[config.mk]
export PLATFORM = sky130hd
export DESIGN_NAME = ddr_rd_unpack
export DESIGN_NICKNAME = d
export VERILOG_FILES = /design/src/rtl/ddr_rd_unpack_pkg.sv /design/src/rtl/ddr_rd_buf.sv /design/src/rtl/ddr_rd_unpack.sv
export SDC_FILE = /design/constraint.sdc
export NUM_CORES = 2
export LEC_CHECK = 0
export BUFFER_PORTS_ARGS = -buffer_cell sky130_fd_sc_hd__buf_2
export CELL_PAD_IN_SITES_DETAIL_PLACEMENT = 1
export CELL_PAD_IN_SITES_GLOBAL_PLACEMENT = 2
export CORE_MARGIN = 2
export CORE_UTILIZATION = 26
export CTS_BUF_LIST = sky130_fd_sc_hd__clkbuf_4 sky130_fd_sc_hd__clkbuf_8 sky130_fd_sc_hd__clkbuf_16
export CTS_CLUSTER_SIZE = 12
export DETAILED_ROUTE_END_ITERATION = 10
export PLACE_DENSITY = 0.54
export SLEW_MARGIN = 20
export SYNTH_ARGS = -nofsm -noshare
export SYNTH_HDL_FRONTEND = slang
export SYNTH_SLANG_ARGS = --single-unit
[constraint.sdc]
create_clock -name ui_clk -period 16.15 [get_ports ui_clk]
set_input_delay 3.23 -clock ui_clk [delete_from_list [all_inputs] [get_ports ui_clk]]
set_output_delay 3.23 -clock ui_clk [all_outputs]
set_load 0.03 [all_outputs]
[src/rtl/ddr_rd_unpack_pkg.sv]
// Shared widths, types and the beat-slice helper for the DDR read-back
// unpacker (256-bit MIG words split into eight 32-bit uplink beats).
package ddr_rd_unpack_pkg;

    localparam int DDR_WORD_W     = 256;
    localparam int BEAT_W         = 32;
    localparam int BEATS_PER_WORD = 8;
    localparam int LANE_W         = 3;

    typedef logic [DDR_WORD_W-1:0] ddr_word_t;
    typedef logic [BEAT_W-1:0]     beat_t;
    typedef logic [LANE_W-1:0]     lane_t;

    localparam lane_t LAST_LANE = lane_t'(BEATS_PER_WORD - 1);
    localparam lane_t LANE_ONE  = lane_t'(1);

    // Beat k of a word lives in bits [32k+31:32k]; lane 0 is sent first.
    function automatic beat_t beat_slice(input ddr_word_t word, input lane_t lane);
        return word[BEAT_W*lane +: BEAT_W];
    endfunction

endpackage

[src/rtl/ddr_rd_buf.sv]
// Single-clock circular word buffer between the DDR FIFO top and the
// unpacker output stage. Writes cannot be back-pressured, so a write into a
// full buffer (with no simultaneous pop) is dropped and flagged in a sticky
// overflow bit. The almost-full throttle is a registered compare of the
// level register so it never glitches.
module ddr_rd_buf
    import ddr_rd_unpack_pkg::*;
#(
    parameter  int DEPTH        = 16,
    parameter  int AFULL_MARGIN = 4,
    localparam int PTR_W        = $clog2(DEPTH),
    localparam int LVL_W        = PTR_W + 1
) (
    input  logic             ui_clk,
    input  logic             rst_n,
    input  logic             flush,
    input  logic             wr_en,
    input  ddr_word_t        wr_data,
    input  logic             pop,
    output ddr_word_t        rd_data,
    output logic [LVL_W-1:0] level,
    output logic             almost_full,
    output logic             ovf
);

    localparam logic [LVL_W-1:0] LVL_FULL = LVL_W'(DEPTH);
    localparam logic [LVL_W-1:0] LVL_ONE  = LVL_W'(1);
    localparam logic [LVL_W-1:0] AFULL_TH = LVL_W'(DEPTH - AFULL_MARGIN);
    localparam logic [PTR_W-1:0] PTR_ONE  = PTR_W'(1);

    ddr_word_t        mem [DEPTH];
    logic [PTR_W-1:0] wr_ptr_q;
    logic [PTR_W-1:0] rd_ptr_q;
    logic [LVL_W-1:0] level_q;
    logic             afull_q;
    logic             ovf_q;
    logic             push;
    logic             drop;

    // A pop in the same cycle frees a slot, so a full buffer can still accept.
    always_comb begin
        push = wr_en && ((level_q != LVL_FULL) || pop);
        drop = wr_en && (level_q == LVL_FULL) && !pop;
    end

    // Storage array; no reset needed since pointers define what is valid.
    always_ff @(posedge ui_clk) begin
        if (push) begin
            mem[wr_ptr_q] <= wr_data;
        end
    end

    // Pointers, level, throttle and sticky overflow; flush beats everything.
    always_ff @(posedge ui_clk or negedge rst_n) begin
        if (!rst_n) begin
            wr_ptr_q <= '0;
            rd_ptr_q <= '0;
            level_q  <= '0;
            afull_q  <= 1'b0;
            ovf_q    <= 1'b0;
        end else if (flush) begin
            wr_ptr_q <= '0;
            rd_ptr_q <= '0;
            level_q  <= '0;
            afull_q  <= 1'b0;
            ovf_q    <= 1'b0;
        end else begin
            if (push) begin
                wr_ptr_q <= wr_ptr_q + PTR_ONE;
            end
            if (pop) begin
                rd_ptr_q <= rd_ptr_q + PTR_ONE;
            end
            if (push && !pop) begin
                level_q <= level_q + LVL_ONE;
            end else if (pop && !push) begin
                level_q <= level_q - LVL_ONE;
            end
            if (drop) begin
                ovf_q <= 1'b1;
            end
            // Compare the registered level so the throttle lags it by a cycle.
            afull_q <= (level_q >= AFULL_TH);
        end
    end

    assign rd_data     = mem[rd_ptr_q];
    assign level       = level_q;
    assign almost_full = afull_q;
    assign ovf         = ovf_q;

endmodule

[src/rtl/ddr_rd_unpack.sv]
// DDR read-back unpacker. Buffers 256-bit words from the DDR FIFO top and
// streams each one as eight 32-bit beats (lane 0 first) on a valid/ready
// interface. The next word is loaded on the lane-7 handshake edge so beats
// stay gapless while the sink keeps m_ready high.
module ddr_rd_unpack
    import ddr_rd_unpack_pkg::*;
#(
    parameter  int DEPTH        = 16,
    parameter  int AFULL_MARGIN = 4,
    localparam int LVL_W        = $clog2(DEPTH) + 1
) (
    input  logic                  ui_clk,
    input  logic                  rst_n,
    input  logic                  flush,
    input  logic                  ddr_rd_en,
    input  logic [DDR_WORD_W-1:0] ddr_rd_data,
    output logic                  ddr_rd_full,
    output logic [BEAT_W-1:0]     m_data,
    output logic                  m_valid,
    input  logic                  m_ready,
    output logic                  m_last,
    output logic [LVL_W-1:0]      fifo_level,
    output logic                  ovf
);

    ddr_word_t buf_word;
    ddr_word_t word_q;
    ddr_word_t word_d;
    lane_t     lane_q;
    lane_t     lane_d;
    logic      valid_q;
    logic      valid_d;
    logic      hs;
    logic      lane_last;
    logic      pop;

    ddr_rd_buf #(
        .DEPTH        (DEPTH),
        .AFULL_MARGIN (AFULL_MARGIN)
    ) u_buf (
        .ui_clk      (ui_clk),
        .rst_n       (rst_n),
        .flush       (flush),
        .wr_en       (ddr_rd_en),
        .wr_data     (ddr_rd_data),
        .pop         (pop),
        .rd_data     (buf_word),
        .level       (fifo_level),
        .almost_full (ddr_rd_full),
        .ovf         (ovf)
    );

    // Output-stage next state: load on pop, otherwise advance on handshake.
    always_comb begin
        hs        = valid_q && m_ready;
        lane_last = (lane_q == LAST_LANE);
        pop       = (fifo_level != '0) && (!valid_q || (hs && lane_last));
        word_d    = word_q;
        lane_d    = lane_q;
        valid_d   = valid_q;
        if (pop) begin
            word_d  = buf_word;
            lane_d  = '0;
            valid_d = 1'b1;
        end else if (hs) begin
            if (lane_last) begin
                lane_d  = '0;
                valid_d = 1'b0;
            end else begin
                lane_d = lane_q + LANE_ONE;
            end
        end
    end

    // Output-stage registers; flush drops the partially sent word.
    always_ff @(posedge ui_clk or negedge rst_n) begin
        if (!rst_n) begin
            word_q  <= '0;
            lane_q  <= '0;
            valid_q <= 1'b0;
        end else if (flush) begin
            word_q  <= '0;
            lane_q  <= '0;
            valid_q <= 1'b0;
        end else begin
            word_q  <= word_d;
            lane_q  <= lane_d;
            valid_q <= valid_d;
        end
    end

    assign m_data  = beat_slice(word_q, lane_q);
    assign m_valid = valid_q;
    assign m_last  = valid_q && lane_last;

endmodule

==> impl_results.md <==
* Outcome: finished, final reports clean
* Total wire length at 499.3 mm
* Total of endpoints with negative setup slack in the final report at 0
* Number of I/O port buffers at 301
* IO Pins at between 300 and 400
* Non-Filler Cell Area, Final at 0.1934 mm2
* Area grow syn2layout at 16.14%
* Net count of the finished layout at slightly below 8000
* Hold_ws at approximately 0.51 ns
* Gate Count Post-Synth at about 7000
* Avg Inst Size Synth at 23.72 um2
* Number of remaining DRC errors at 0
* Top routing layer in use: met5
* Proportion of register bits with asynchronous set or reset after synthesis at 6.291%
* Wire length per cell at 30.46 um
* Cell chain of the critical path: buf_4, mux4_2, mux2_2, buf_2
* Core region area at between 0.6 and 0.7 mm2
* CTS sink count at 4371
* Last weighted congestion value of the routability-driven placer at between 0.7 and 0.8
* Fraction of final layout cells with drive strength greater than 1 at 33.41%
* Final std cells w/o fill at ~16000
* Summed instance area of the synthesized netlist at about 0.17 mm2
* Length of routed met2 wiring at between 200 and 250 mm
* Total power at about 30 mW
* CTS Root Buffer Type: sky130_fd_sc_hd__clkbuf_16
* Flop and latch count out of synthesis at about 4400
* Via density per instance at around 4.7
* Clock buffer count from CTS at around 450
* Net count after synthesis at between 7000 and 8000
* Number of enable-type register cells in the synthesized netlist at a little over 4000
* Type of the tightest min-delay check: flop to flop
* Latest clock arrival within the worst-skew pair at between 1 and 1.5 ns
* Number of global-route vias before repair at 81324
* Area of the die at ~0.65 mm2
* Stages on worst setup path at 4
* Number of cell rows at a little under 300
* Via Count at 76862
* Period utilisation layout at 44.65%
* CTS tree: built
* Worst-case setup margin in the final layout at 8.939 ns
* Clock transition time at the flip-flop clock pins of the worst setup and hold paths at 0.06 ns
* Final slew viol count at 0
* Largest delay contributor family on the critical path: multiplexers
* Warning count from the yosys run at 0
* CP Class: flop to output port
* Dpl ws at around 8.4 ns
* Hold-fix buffers, CTS at 0
* Maximum number of pins on one net before global-route repair at roughly 120
* Total negative slack for setup checks at 0 ns
* CP Max Fanout at 34
* Count of unique library cells instantiated by Yosys at 43
* Cells on worst reg2reg path at 10
* Cell Count Post-Placement at around 15000
* Chip height at around 800 um
* Number of levels the H-tree was split into at 5
* Worst Max-Slew Pin Slew at between 1 and 1.5 ns
* Met1 wire length at roughly 210 mm
* Leakage power at 59.50 nW
* Number of antenna violations at the first check in global routing at ~220
* Hpwl dp at a little over 300 mm
* Overall die width at slightly above 800 um
* Post-route ant nets at 0
* Min cycle time layout at 7.211 ns
* Utilization after layout at 30.34%
* Headroom to the max-slew limit at a little over 6%
* Worst path slowest cell: sky130_fd_sc_hd__dfrtp_4
* Detailed-routing iteration count for the pre-antenna-repair pass at 7
* DRC marker count from the first detailed-route iteration at 6681
* Count of instances resized after the clock tree is built at 0
* Crit-path max cell delay at about 0.87 ns
* Peak supply drop at ~0.11 mV
* Highest attainable clock frequency at approximately 140 MHz
* Buffers inserted by post-CTS timing repair at 0
* All-Layer GR Usage at between 10% and 20%
* Wire length of the first global-routing pass at a little under 700 mm
* Maximum count of clock buffers along a single path at 4
* Fraction of the yosys area taken by sequential cells at 77.98%
* Sort of element at the end of the critical path: output port
* Detailed route wirelength on metal3 at about 25 mm
* Startpoint type of the worst setup path: flop
* Cell count of the worst hold path at 1
* Unrepaired setup endpoints after global routing: no
* Final hold vios at 0
* Worst Clk Skew at a little under 0.08 ns
* Primary FF master, synth: sky130_fd_sc_hd__edfxtp_1
* Initial core utilization at around a quarter
* Critical path required time at ~13 ns
* Max-cap violations at 0
* Remaining global-route overflow at 0
* Total power per unit cell area at between 150 and 200 mW/mm2
* Crit path buf inv count at 2
* Post-placement cell area at about 0.18 mm2
* Arr. time, crit path at 3.98 ns
==> metal layers <==
layer | vias up | global-route usage [%]
li1 | 31176 | -
met1 | 42863 | 20.44
met2 | 2073 | 25.81
met3 | 698 | 2.324
met4 | 52 | 2.979
met5 | - | 0
==> cell usage in the layout (no fill, tap or decap), drive strengths merged, types with 2 or more instances in the layout <==
| cell type | count |
|---|---|
| diode | 52 |
| mux2 | 291 |
| nor3b | 2 |
| a21o | 2 |
| and2 | 13 |
| clkinv | 129 |
| xor2 | 3 |
| a21oi | 6 |
| buf | 460 |
| mux2i | 259 |
| mux4 | 1088 |
| a211o | 2 |
| dfrtp | 275 |
| bufinv | 17 |
| clkinvlp | 6 |
| nor3 | 2 |
| a221o | 256 |
| edfxtp | 4096 |
| nor2b | 2 |
| nor4 | 2 |
| nor2 | 275 |
| inv | 16 |
| nand3 | 7 |
| clkbuf | 683 |
| o211ai | 2 |
| nand2 | 5 |
| a311oi | 3 |
| a31oi | 4 |
| xnor2 | 6 |
| ha | 11 |
==> final timing paths <==
check,start,endpoint,slack [ns]
setup / recovery,lane_q[1]$_DFFE_PN0P_,m_data[23],8.94
setup reg to reg,lane_q[1]$_DFFE_PN0P_,u_buf.mem[14][205]$_DFFE_PP_,10.51
max in group asynchronous,rst_n,word_q[6]$_DFFE_PN0P_,11.90
hold reg to reg,word_q[167]$_DFFE_PN0P_,word_q[167]$_DFFE_PN0P_,0.51
min in group asynchronous,rst_n,word_q[209]$_DFFE_PN0P_,2.20
hold / removal,word_q[167]$_DFFE_PN0P_,word_q[167]$_DFFE_PN0P_,0.51
==> Yosys cell counts (3+ instances only) <==
| cell | number | area [um2] |
|---|---|---|
| sky130_fd_sc_hd__edfxtp_1 | 4096 | 123000 |
| sky130_fd_sc_hd__nor2_1 | 275 | 1032 |
| sky130_fd_sc_hd__a21oi_1 | 6 | 30.03 |
| sky130_fd_sc_hd__mux2i_1 | 259 | 2592 |
| sky130_fd_sc_hd__buf_6 | 41 | 461.7 |
| sky130_fd_sc_hd__ha_1 | 11 | 137.6 |
| sky130_fd_sc_hd__a311oi_1 | 3 | 26.28 |
| sky130_fd_sc_hd__nand3_1 | 7 | 35.03 |
| sky130_fd_sc_hd__nand2_1 | 5 | 18.77 |
| sky130_fd_sc_hd__clkbuf_1 | 115 | 431.7 |
| sky130_fd_sc_hd__buf_4 | 17 | 127.6 |
| sky130_fd_sc_hd__buf_2 | 149 | 745.7 |
| sky130_fd_sc_hd__mux2_2 | 291 | 3277 |
| sky130_fd_sc_hd__a221o_1 | 256 | 2562 |
| sky130_fd_sc_hd__inv_1 | 8 | 30.03 |
| sky130_fd_sc_hd__dfrtp_1 | 275 | 6882 |
| sky130_fd_sc_hd__xnor2_1 | 6 | 52.55 |
| sky130_fd_sc_hd__mux4_2 | 1088 | 24500 |
| sky130_fd_sc_hd__and2_1 | 13 | 81.33 |
| sky130_fd_sc_hd__a31oi_1 | 4 | 25.02 |
| sky130_fd_sc_hd__buf_1 | 69 | 259.0 |
| sky130_fd_sc_hd__xor2_1 | 3 | 26.28 |
==> layout make-up <==
type	count	area, um2
clock buffers	683	13400
repair buffers	460	3060
clock inverters	160	1693
fillers	63136	444100
diodes	52	130.1
inverters	8	30.03
well taps	8407	10520
flip-flops and latches	4371	129900
multi-input cells	2253	34710
==> registers in the layout, indices dropped and copies added, names as in the netlist <==
| name | cells |
|---|---|
| lane_q | 3 |
| m_valid | 1 |
| u_buf.almost_full | 1 |
| u_buf.level | 5 |
| u_buf.mem | 4096 |
| u_buf.ovf | 1 |
| u_buf.rd_ptr_q | 4 |
| u_buf.wr_ptr_q | 4 |
| word_q | 256 |
==> report_power, final <==
part / switching [mW] / total (mW) / internal [mW]
registers: 0.652 / 13.5 / 12.8
clock network: 4.46 / 10.5 / 6.03
logic: 3.26 / 6.02 / 2.76
==> logic make-up (layout without fill, tap and decap cells) <==
| family | Yosys count | in the layout | share of synthesized area [%] |
|---|---|---|---|
| multiplexers | 1638 | 1638 | 18.24 |
| other | 0 | 52 | 0 |
| buffers and inverters | 399 | 1311 | 1.234 |
| adder cells (fa/ha/maj) | 12 | 12 | 0.09465 |
| AO/OA/AOI/OAI | 281 | 281 | 1.653 |
| XOR/XNOR | 9 | 9 | 0.04733 |
| flip-flops | 4371 | 4371 | 77.98 |
| AND/OR/NAND/NOR | 313 | 313 | 0.7587 |
Power figures use the tool's default switching activity.
